File: src/rtl/pipelined_nbit_adder.sv
`timescale 1ns/1ps
`default_nettype none
// ============================================================================
//  Module   : pipelined_nbit_adder
//  Brief    : WIDTH-bit add/subtract split into SEG_W-bit ripple segments,
//             one segment per pipeline stage, with valid/ready and global stall.
//  Revision : 1.0 - initial release
// ============================================================================
module pipelined_nbit_adder #(
   parameter int WIDTH = 20,
   parameter int SEG_W = 5
) (
   input  logic             clk,
   input  logic             rst,
   input  logic             in_valid,
   output logic             in_ready,
   input  logic [WIDTH-1:0] a,
   input  logic [WIDTH-1:0] b,
   input  logic             sub,
   output logic             out_valid,
   input  logic             out_ready,
   output logic [WIDTH-1:0] sum,
   output logic             carry_out,
   output logic             overflow
);

   localparam int c_STAGES = WIDTH / SEG_W;
   localparam int c_LAST   = c_STAGES - 1;

   generate
      if ((WIDTH % SEG_W) != 0 || WIDTH < SEG_W || SEG_W < 1) begin : g_param_check
         $error("pipelined_nbit_adder: WIDTH must be a positive multiple of SEG_W");
      end
   endgenerate

   // Per-stage registers: operands carry B' (already inverted for subtract),
   // r_sum accumulates the finished low segments.
   logic             r_valid [c_STAGES];
   logic [WIDTH-1:0] r_a     [c_STAGES];
   logic [WIDTH-1:0] r_b     [c_STAGES];
   logic [WIDTH-1:0] r_sum   [c_STAGES];
   logic             r_carry [c_STAGES];

   // Stage inputs and combinational segment results
   logic             w_in_valid [c_STAGES];
   logic [WIDTH-1:0] w_in_a     [c_STAGES];
   logic [WIDTH-1:0] w_in_b     [c_STAGES];
   logic [WIDTH-1:0] w_in_sum   [c_STAGES];
   logic             w_in_cin   [c_STAGES];
   logic [SEG_W:0]   w_seg      [c_STAGES];
   logic [WIDTH-1:0] w_nxt_sum  [c_STAGES];
   logic             w_advance;

   assign w_advance = !r_valid[c_LAST] || out_ready;
   assign in_ready  = w_advance;

   always_comb begin
      w_in_valid[0] = in_valid;
      w_in_a[0]     = a;
      w_in_b[0]     = b ^ {WIDTH{sub}};
      w_in_sum[0]   = '0;
      w_in_cin[0]   = sub;
      for (int k = 1; k < c_STAGES; k++) begin
         w_in_valid[k] = r_valid[k-1];
         w_in_a[k]     = r_a[k-1];
         w_in_b[k]     = r_b[k-1];
         w_in_sum[k]   = r_sum[k-1];
         w_in_cin[k]   = r_carry[k-1];
      end
      for (int k = 0; k < c_STAGES; k++) begin
         w_seg[k] = {1'b0, w_in_a[k][k*SEG_W +: SEG_W]}
                  + {1'b0, w_in_b[k][k*SEG_W +: SEG_W]}
                  + {{SEG_W{1'b0}}, w_in_cin[k]};
         w_nxt_sum[k] = w_in_sum[k];
         w_nxt_sum[k][k*SEG_W +: SEG_W] = w_seg[k][SEG_W-1:0];
      end
   end

   // Data only loads behind a valid token, so bubbles leave the last result visible.
   always_ff @(posedge clk) begin
      if (rst) begin
         for (int k = 0; k < c_STAGES; k++) begin
            r_valid[k] <= 1'b0;
            r_a[k]     <= '0;
            r_b[k]     <= '0;
            r_sum[k]   <= '0;
            r_carry[k] <= 1'b0;
         end
      end else if (w_advance) begin
         for (int k = 0; k < c_STAGES; k++) begin
            r_valid[k] <= w_in_valid[k];
            if (w_in_valid[k]) begin
               r_a[k]     <= w_in_a[k];
               r_b[k]     <= w_in_b[k];
               r_sum[k]   <= w_nxt_sum[k];
               r_carry[k] <= w_seg[k][SEG_W];
            end
         end
      end
   end

   assign out_valid = r_valid[c_LAST];
   assign sum       = r_sum[c_LAST];
   assign carry_out = r_carry[c_LAST];
   assign overflow  = (r_a[c_LAST][WIDTH-1] == r_b[c_LAST][WIDTH-1])
                   && (r_sum[c_LAST][WIDTH-1] != r_a[c_LAST][WIDTH-1]);

endmodule
`default_nettype wire

File: config.mk
export PLATFORM = sky130hd
export DESIGN_NAME = pipelined_nbit_adder
export DESIGN_NICKNAME = d
export VERILOG_FILES = /design/src/rtl/pipelined_nbit_adder.sv
export SDC_FILE = /design/constraint.sdc
export NUM_CORES = 1
export LEC_CHECK = 0
export ABC_CLOCK_PERIOD_IN_PS = 3600
export CAP_MARGIN = 10
export CORE_UTILIZATION = 35
export DETAILED_ROUTE_END_ITERATION = 6
export GPL_TIMING_DRIVEN = 1
export HOLD_SLACK_MARGIN = 0.1
export SYNTH_ARGS = -nofsm -noshare
export SYNTH_HDL_FRONTEND = slang
export SYNTH_SLANG_ARGS = --single-unit
export TNS_END_PERCENT = 30
File: constraint.sdc
create_clock -name clk -period 3.6 [get_ports clk]
set_input_delay 0.36 -clock clk [delete_from_list [all_inputs] [get_ports clk]]
set_output_delay 0.36 -clock clk [all_outputs]
set_load 0.02 [all_outputs]
# [After elaboration in Yosys (flattened, before gate mapping)]
# Memory sizes are Yosys's and may differ from the RTL's.
# Index checks and enable logic that the tools add are counted.
[classes] add_sub_neg=8 n_eq_ne=2 mux=41 bitwise_logic=21 n_reduce_logical=3
[op_table] op="20-bit two-way mux" n=12
[op_table] op="1-bit two-way mux" n=29
[op_table] op="5-bit by 5-bit adder with 6-bit output" n=4
[op_table] op="6-bit by 1-bit adder with 6-bit output" n=4
[op_table] op="1-bit bitwise OR" n=20
[op_table] op="20-bit XOR" n=1
[op_table] op="1-bit == test" n=1
[op_table] op="1-bit logical AND" n=1
[op_table] op="1-bit zero test" n=1
[op_table] op="1-bit logical OR" n=1
[op_table] op="1-bit != test" n=1
[totals] ff_bits=0 ram_bits=248 output_inout_bits=24 wordCells=80 memories=5
[memory_table] memory="r_a" words=4 width=20 read_ports=4 rd_ports_with_merged_regs=0 wr=4 line="39" source="logic [WIDTH-1:0] r_a [c_STAGES];"
[memory_table] memory="r_b" words=4 width=20 read_ports=4 rd_ports_with_merged_regs=0 wr=4 line="40" source="logic [WIDTH-1:0] r_b [c_STAGES];"
[memory_table] memory="r_sum" words=4 width=20 read_ports=4 rd_ports_with_merged_regs=0 wr=4 line="41" source="logic [WIDTH-1:0] r_sum [c_STAGES];"
[memory_table] memory="r_carry" words=4 width=1 read_ports=4 rd_ports_with_merged_regs=0 wr=4 line="42" source="logic r_carry [c_STAGES];"
[memory_table] memory="r_valid" words=4 width=1 read_ports=4 rd_ports_with_merged_regs=0 wr=4 line="38" source="logic r_valid [c_STAGES];"

# [Depth between registers and ports, before layout]
# Gate-level depths: netlist of run 1.
# An unclocked memory read counts as a cell.
[logic_depth] word_depth=7 ltp_mapped=8 ltp_nobuf=8

# [Worst setup path before layout of run 1]
# No wires, ideal clock.
[synth_path] kind="reg-to-reg" startpoint="mem r_valid[3][0], in the netlist r_valid[0][3]" endpoint="mem r_a[0][10] (enable)" arrival_ps=1736 required_time_ps=3206 slack_ps=1470 stages_incl_launch_ff=5 n_path_buf=0 path_cell_list="edfxtp_1 -> nor2b_4 -> inv_1 -> nand2_1 -> nand2_1"
[synth_lines] item="from (decl)" line="38"
[synth_lines] item="to (decl)" line="39"

==> results of run 1 <==
[logic make-up after synthesis]
logic type / after synthesis / synth area share, %
buffers and inverters: 36 / 3.18
AOI/OAI and AO/OA: 26 / 2.90
and+or+nand+nor: 144 / 15.7
adders and majority gates: 23 / 6.36
DFF: 120 / 67.4
xor gates and xnor gates: 26 / 4.26
muxes: 1 / 0.187
[worst paths after layout]
check,startpoint,end,slack [ps],depth (start not counted)
max,sub,r_sum[0][4],1390,9
min reg2reg,r_sum[2][8],r_sum[3][8],510,1
min,r_sum[2][8],r_sum[3][8],510,1
max reg2reg,r_b[1][10],r_sum[2][14],1660,8
[area by class of cell]
class,count,area share (%)
inverter,24,1.32
sequential,120,52.9
tap,184,3.38
multi-input combinational,220,23.1
clock buffer,20,6.40
clock inverter,12,2.64
timing repair buffer,71,10.3
[placed cells by master (no fill, tap or decap), types with 4 or more instances in the layout]
master | Yosys | layout
clkinv_1 | 0 | 4
a21oi_1 | 10 | 10
and2_1 | 70 | 70
clkdlybuf4s50_1 | 0 | 68
nor3_1 | 4 | 4
o21ai_0 | 6 | 6
nand2_1 | 12 | 12
xor2_1 | 7 | 7
fa_1 | 7 | 7
inv_1 | 20 | 20
edfxtp_1 | 120 | 120
nor2b_1 | 6 | 6
xnor2_1 | 19 | 19
nor2_1 | 30 | 30
and2_4 | 10 | 10
ha_1 | 16 | 16
clkbuf_16 | 0 | 17
inv_2 | 4 | 4
bufinv_16 | 0 | 5
[metal layers]
metal	share of wire, %	vias to the layer above	routed length, µm
li1	-	1443	-
met1	48	1229	3710
met2	44	66	3410
met3	5.4	12	414
met4	1.7	0	131
met5	0	-	0
[worst max-delay path, stage by stage]
cell and delay [ps]:
clkdlybuf4s50_1 460, buf_4 290, xor2_1 230, inv_1 80, fa_1 400, nor2b_1 150, o21ai_0 120, and3_1 200
nor3_1 160
[registers in the layout, indices dropped and copies added (netlist names)]
signal and count:
r_carry 4, r_a 31, r_valid 4, r_b 31
r_sum 50
[stage by stage]
step | setup WS, ps | std cells | util (%) | cell area, µm² | power [µW]
global route | 1190 | 651 | 46.4 | 6820 | 3870
floorplan | 1470 | 376 | - | 5350 | 1880
CTS | 1390 | 651 | 46.4 | 6820 | 3770
global placement | 1060 | 619 | 42.2 | 6200 | 2000
finish | 1390 | 651 | 46.4 | 6820 | 3730
detailed placement | 973 | 619 | 42.2 | 6200 | 2010
[report_power, final]
group	switching, µW	internal, µW	total (µW)	leakage, µW
registers	25.6	1640	1670	0.00129
clock network	548	1210	1760	0.000302
logic	157	150	306	0.00110
==> run metrics, run 1 <==
cts bufs inserted 17; Slew @ Worst Pin between 1000 and 1500 ps; PwrDens about 550 mW/mm²; critical path type in -> reg; GR Util met2 about 17%; Avg Inst Size Synth roughly 14 µm²; Starting Density a little over a third; Die ar. about 0.016 mm²; Synth top area share 67.4%; vias in the first global route around 2700; Row Count 44; CTS Sinks 120; WL/cell between 10 and 15 µm; CP Data Required Time between 3000 and 4000 ps; CTS max path bufs 2; Die Width approximately 130 µm; Clock transition at path regs ~50 ps; Global Route Usage Sum 10.7%; leak pwr 0.00269 µW; Buffers on Ports approximately 70; Vias per Instance 4.22; Hold Fails Final Rpt 0; # hold bufs at CTS 0; fmax between 400 and 500 MHz; most common cell in the netlist edfxtp_1; Post-synth top cells 120 x edfxtp_1, 70 x and2_1, 30 x nor2_1; synth warn 0; Final period util approximately 61%; clock latency on the worst-skew pair roughly 400 ps; H-tree levels 4; Distinct cells, synth 34; setup TNS 0 ps; ys flop type edfxtp_1; IO Pins roughly 70; total gr overflow 0; Layout Skew 5.02 ps; CP Max Fanout 20; clock root buffer master clkbuf_16; die height roughly 130 µm; crit end category register; share of layout cells above drive strength 1 between 10% and 20%; status finished with violations; Max Cap Violations 0; via count roughly 2800; largest cells by area after synthesis edfxtp_1 67%, and2_1 8.2%, ha_1 3.7%, xnor2_1 3.1%, fa_1 2.6%; fin nets about 520; area leader, netlist edfxtp_1; largest net degree at the start of global routing 37; fill cell count 1334; initial antenna violation count 0; worst endpoint data arrival time between 2000 and 2500 ps; ANT nets after route 0; Slew Limit Fails 0; Max VDD drop slightly below 300 µV; Total Wirelength about 7700 µm; HP Class reg -> reg; CTS tree yes; failing checks design-rule violations; met3 GRT Util 3.78%; core area roughly 0.015 mm²; GRT busiest layer met2; Detail Placement HPWL between 5000 and 6000 µm; ys async rst share 0%; final setup fails 0; Post-CTS Setup Bufs 0; post_cts resized 0; post-route DRC violation count 2; Post-Syn Area 0.00535 mm²; Net Count, Synth around 440; P&R area growth vs syn 27.5%; startpoint types primary input; synthesized instance count 376; multi-input logic area between 0.0015 and 0.002 mm²; FF/Latch Area between 0.003 and 0.004 mm²; fin crit period around 2200 ps; total iterations of the first detailed-routing run 6; first-pass GRT wire length around 13000 µm; Synth Register Bits between 100 and 150; drt initial violations 130; Post-synth EDFFs between 100 and 150; ant diodes 0; RePlAce Congestion between 0.6 and 0.7; sequential share of the synthesized area between 60% and 70%; RSZ-0062 raised after global routing false; met1 Usage GRT about an eighth; Worst slew margin 32.0%; Hold WS around 500 ps
(Power assumes the default switching activity.)
==> inputs of run 2 (changes only) <==
- ABC_CLOCK_PERIOD_IN_PS: 3600 -> 1800
- clock period: 3.6 -> 1.8 ns (I/O delays scaled with it)
==> run metrics, run 2 (synthesized netlist as in run 1, its figures left out) <==
status finished with violations (unchanged); failing checks design-rule violations, negative setup slack (was design-rule violations); max FFs per register 50 (unchanged); final setup fails 1 (was 0); Buffers on Ports 68 (unchanged); CP cell instances inv_2 -> fa_2 -> inv_1 -> fa_2 -> a21o_1 -> a21oi_2 -> xor2_1 -> nor2_1 (was clkdlybuf4s50_1 -> buf_4 -> xor2_1 -> inv_1 -> fa_1 -> nor2b_1 -> o21ai_0 -> and3_1 -> nor3_1); core area 0.0147 mm² (unchanged); Row Count 44 (unchanged); CTS max path bufs 2 (unchanged); initial antenna violation count 0 (unchanged); clock root buffer master clkbuf_16 (unchanged); CTS tree yes (unchanged); Max VDD drop 615 µV (was 297 µV); total iterations of the first detailed-routing run 6 (unchanged); dpl cell area 0.00641 mm² (was 0.00620 mm²); Layout Skew 4.66 ps (was 5.02 ps); Post-CTS Setup Bufs 0 (unchanged); fin crit period ~1800 ps; Die ar. 0.0158 mm² (unchanged); Final period util 102%; IO Pins 69 (unchanged); first-pass GRT wire length 13100 µm (was 12900 µm); delay of the slowest cell on the worst path 380 ps (was 460 ps); Final WS setup -32.4 ps (was 1390 ps); via count 2773 (was 2750); P&R area growth vs syn 31.2% (was 27.5%); Clock transition at path regs 50 ps (about the same); worst endpoint data arrival time 1980 ps (was 2440 ps); CP Data Required Time 1950 ps (was 3830 ps); Vias per Instance 4.17 (was 4.22); post-placement cell count 634 (was 619); critical path type reg -> reg (was in -> reg); HP Class in -> reg (was reg -> reg); cts bufs inserted 17 (unchanged); Hold Fails Final Rpt 0 (unchanged); startpoint types register (was primary input); crit end category register (unchanged); CTS Sinks 120 (unchanged); Starting Density 36.4% (unchanged); CP most frequent cell fa_2; drt initial violations 113 (was 130); Final Total Pwr 7340 µW (was 3730 µW); slowest stage cell on the critical path edfxtp_1 (was clkdlybuf4s50_1); RSZ-0062 raised after global routing true (was false); FF/Latch Area 0.00360 mm² (unchanged); WL/cell 11.2 µm (was 11.8 µm); Slew Limit Fails 0 (unchanged); clock latency on the worst-skew pair 400 ps (about the same); H-tree levels 4 (unchanged); largest net degree at the start of global routing 32 (was 37); post-route DRC violation count 3 (was 2); die height 126 µm (unchanged); RePlAce Congestion 0.696 (about the same); vias in the first global route 2823 (was 2735); share of layout cells above drive strength 1 16.0% (was 10.7%); Die Width 126 µm (unchanged); CP Max Fanout 2 (was 20); fmax 546 MHz; Regs by FF count r_sum: 50 flops, r_a: 31 flops, r_b: 31 flops (unchanged); total gr overflow 0 (unchanged); Worst slew margin 83.9% (was 32.0%); Total Wirelength 7460 µm (was 7670 µm); leak pwr 0.00279 µW (was 0.00269 µW); most frequent cells in the layout 120 x edfxtp_1, 70 x and2_1, 66 x clkdlybuf4s50_1, 30 x nor2_1, 19 x xnor2_1 (was 120 x edfxtp_1, 70 x and2_1, 68 x clkdlybuf4s50_1, 30 x nor2_1, 20 x inv_1); Global Route Usage Sum 10.6% (was 10.7%); PwrDens 1050 mW/mm² (was 548 mW/mm²); setup TNS -32.4 ps (was 0 ps); Slew @ Worst Pin 234 ps (was 1020 ps); R2R Setup Slk -30 ps (was 1660 ps); final std cells w/o fill 665 (was 651); final instance area 0.00702 mm² (was 0.00682 mm²); Detail Placement HPWL 5600 µm (was 5440 µm); fin nets 537 (was 522); multi-input logic area 0.00160 mm² (was 0.00157 mm²); ant diodes 0 (unchanged); ANT nets after route 0 (unchanged); Largest Register r_sum (unchanged); commonest non-fill, non-tap cell in the layout edfxtp_1 (unchanged); fill cell count 1286 (was 1334); Max Cap Violations 0 (unchanged)
==> run 2: metrics by stage <==
step	setup slack (ps)	util [%]	hold WS [ps]
floorplan	-111	-	378
global placement	-266	43.6	502
detailed placement	-313	43.6	508
CTS	-115	47.6	419
global route	-140	47.7	432
finish	-32.4	47.7	435
==> run 2: what timing repair did <==
item | CTS | global route
endpoints found under the hold margin | 0 | 0
pin swaps | 1 | 5
resized for setup | 5 | 10
hold buffers | 0 | 0
endpoints found under the setup margin | 6 | 6
==> run 2: final cells by class <==
class / instances / share of cell area (%)
Sequential cell: 120 / 51.4
Multi-Input combinational cell: 220 / 22.8
Timing Repair Buffer: 86 / 12.8
Clock buffer: 18 / 6.12
Tap cell: 184 / 3.28
Clock inverter: 13 / 2.28
Inverter: 24 / 1.28
==> run 2: worst paths after layout <==
check,start,endpoint,cells past startpoint
max,r_b[0][5],r_sum[1][9],8
min,a[13],r_a[0][13],2
max reg2reg,r_b[0][5],r_sum[1][9],8
min reg2reg,r_sum[2][1],r_sum[3][1],1
==> run 2: metal layers <==
layer,up-vias,wire length [µm],part of all wire [%],global-route usage [%]
met5,-,0,0,0
met4,0,141,1.9,5.38
met3,11,459,6.2,3.99
met2,67,3410,46,17.0
met1,1226,3450,46,12.6
li1,1469,-,-,-
==> run 2: report_power, final <==
part | internal (µW) | total (µW) | switching [µW]
logic | 353 | 675 | 322
clock network | 2270 | 3330 | 1060
registers | 3280 | 3330 | 52.8
total | 5900 | 7340 | 1440
==> run 2: critical path, delay by kind of cell (launching register included) <==
family | cells | cell delay (ps)
flops | 1 | 380
xor+xnor | 1 | 170
fa+ha+maj | 2 | 530
simple gates | 1 | 60
compound gates | 2 | 320
buf+inv | 2 | 130
==> inputs of run 3 (changes only) <==
- CORE_ASPECT_RATIO: unset -> 1.5
- CORE_UTILIZATION: 35 -> 42
- PLACE_DENSITY: unset -> 0.66
==> run metrics, run 3 (synthesized netlist as in run 1, its figures left out) <==
Final period util 103% (was 102%); multi-input logic area 0.00160 mm² (about the same); status finished with violations (unchanged); RSZ-0062 raised after global routing true (unchanged); Buffers on Ports 68 (unchanged); largest net degree at the start of global routing 37 (was 32); commonest non-fill, non-tap cell in the layout edfxtp_1 (unchanged); ANT nets after route 0 (unchanged); failing checks design-rule violations, negative setup slack (unchanged); Top delay family on crit path adder cells (unchanged); die height 140 µm (was 126 µm); Bufs and invs on worst path 2 (unchanged); Final Total Pwr 7540 µW (was 7340 µW); Detail Placement HPWL 5250 µm (was 5600 µm); Slew @ Worst Pin 455 ps (was 234 ps); worst endpoint data arrival time 2010 ps (was 1980 ps); Final WS setup -60.4 ps (was -32.4 ps); first-pass GRT wire length 12000 µm (was 13100 µm); Die Width 94.1 µm (was 126 µm); Hold Fails Final Rpt 0 (unchanged); clock latency on the worst-skew pair 400 ps (about the same); startpoint types register (unchanged); Regs by FF count r_sum: 50 flops, r_a: 31 flops, r_b: 31 flops (unchanged); most frequent cells in the layout 120 x edfxtp_1, 70 x and2_1, 66 x clkdlybuf4s50_1, 30 x nor2_1, 19 x xnor2_1 (unchanged); RePlAce Congestion 0.793 (was 0.696); fin nets 537 (unchanged); leak pwr 0.00277 µW (was 0.00279 µW); crit end category register (unchanged); Max VDD drop 710 µV (was 615 µV); cts bufs inserted 17 (unchanged); initial antenna violation count 0 (unchanged); Global Route Usage Sum 12.1% (was 10.6%); drt initial violations 78 (was 113); CTS max path bufs 2 (unchanged); CP Max Fanout 2 (unchanged); CP cell instances inv_2 -> fa_2 -> inv_2 -> fa_2 -> a21o_1 -> a21oi_2 -> xor2_1 -> nor2_1 (was inv_2 -> fa_2 -> inv_1 -> fa_2 -> a21o_1 -> a21oi_2 -> xor2_1 -> nor2_1); slowest stage cell on the critical path edfxtp_1 (unchanged); Worst slew margin 69.6% (was 83.9%); Starting Density 43.0% (was 36.4%); core area 0.0124 mm² (was 0.0147 mm²); IO Pins 69 (unchanged); total gr overflow 0 (unchanged); HP Class in -> reg (unchanged); FF/Latch Area 0.00360 mm² (unchanged); Slew Limit Fails 0 (unchanged); final setup fails 2 (was 1); fmax 538 MHz (was 546 MHz); Die ar. 0.0132 mm² (was 0.0158 mm²); Setup WS pre-CTS -389 ps (was -313 ps); Layout Skew 4.46 ps (was 4.66 ps); post-route DRC violation count 1 (was 3); clock root buffer master clkbuf_16 (unchanged); CTS Sinks 120 (unchanged); ant diodes 0 (unchanged); Vias per Instance 4.40 (was 4.17); vias in the first global route 2833 (was 2823); delay of the slowest cell on the worst path 370 ps (was 380 ps); CP Data Required Time 1950 ps (about the same); Total Wirelength 6860 µm (was 7460 µm); WL/cell 10.7 µm (was 11.2 µm); Row Count 50 (was 44); Max Cap Violations 0 (unchanged); critical path type reg -> reg (unchanged); Clock transition at path regs 50 ps (about the same); P&R area growth vs syn 30.5% (was 31.2%); H-tree levels 4 (unchanged); fin crit period 1860 ps (was 1830 ps); CTS tree yes (unchanged); total iterations of the first detailed-routing run 6 (unchanged); Largest Register r_sum (unchanged); via count 2806 (was 2773); fill cell count 1020 (was 1286); PwrDens 1080 mW/mm² (was 1050 mW/mm²); max FFs per register 50 (unchanged); share of layout cells above drive strength 1 17.2% (was 16.0%)
[run 3: timing repair]
action                                 4_1_cts  5_1_grt
cloned                                       0        0
pin swaps                                    1        6
setup endpoints to repair                    6        6
hold buffers                                 0        0
endpoints found under the hold margin        0        0
gates resized for setup                     12        5
setup buffers                                0        0
[run 3: metrics by stage]
stage	TNS, ps	area [µm²]	instances	hold slack [ps]	util (%)
3_5_place_dp	-1310	6330	606	501	50.8
2_1_floorplan	-3950	5360	376	378	-
3_3_place_gp	-771	6330	606	501	50.8
4_1_cts	-91.3	6970	638	410	56.0
5_1_grt	-370	6980	638	424	56.1
6_report	-79.2	6980	638	427	56.1
[run 3: report_power, final]
part           internal [µW]  switching (µW)  total [µW]
clock network           2440            1100        3540
registers               3280            51.7        3330
logic                    341             320         661
total                   6060            1470        7540
[run 3: worst register-to-register path, cell delays in order (launching register included)]
cell and delay [ps]:
edfxtp_1 370, inv_2 100, fa_2 220, inv_2 50
fa_2 370, a21o_1 180, a21oi_2 120, xor2_1 150
nor2_1 60
[run 3: cell type report]
type / instances / share of cell area, %
Sequential cell: 120 / 51.6
Multi-Input combinational cell: 220 / 23.0
Timing Repair Buffer: 86 / 12.2
Clock buffer: 19 / 6.20
Clock inverter: 13 / 2.90
Tap cell: 156 / 2.80
Inverter: 24 / 1.29
[run 3: metal layers]
metal	track usage (%)	routed length [µm]	up-vias
met1	11.8	2580	1237
met5	0	0	-
met2	21.5	3720	81
met4	6.56	236	0
met3	4.61	319	19
li1	-	-	1469
[run 3: final timing paths]
check | startpoint | slack, ps | depth (start not counted) | to
setup reg to reg | r_carry[1] | -60 | 8 | r_sum[2][14]
hold reg to reg | r_sum[2][5] | 510 | 1 | r_sum[3][5]
hold / removal | a[14] | 430 | 2 | r_a[0][14]
setup / recovery | r_carry[1] | -60 | 8 | r_sum[2][14]
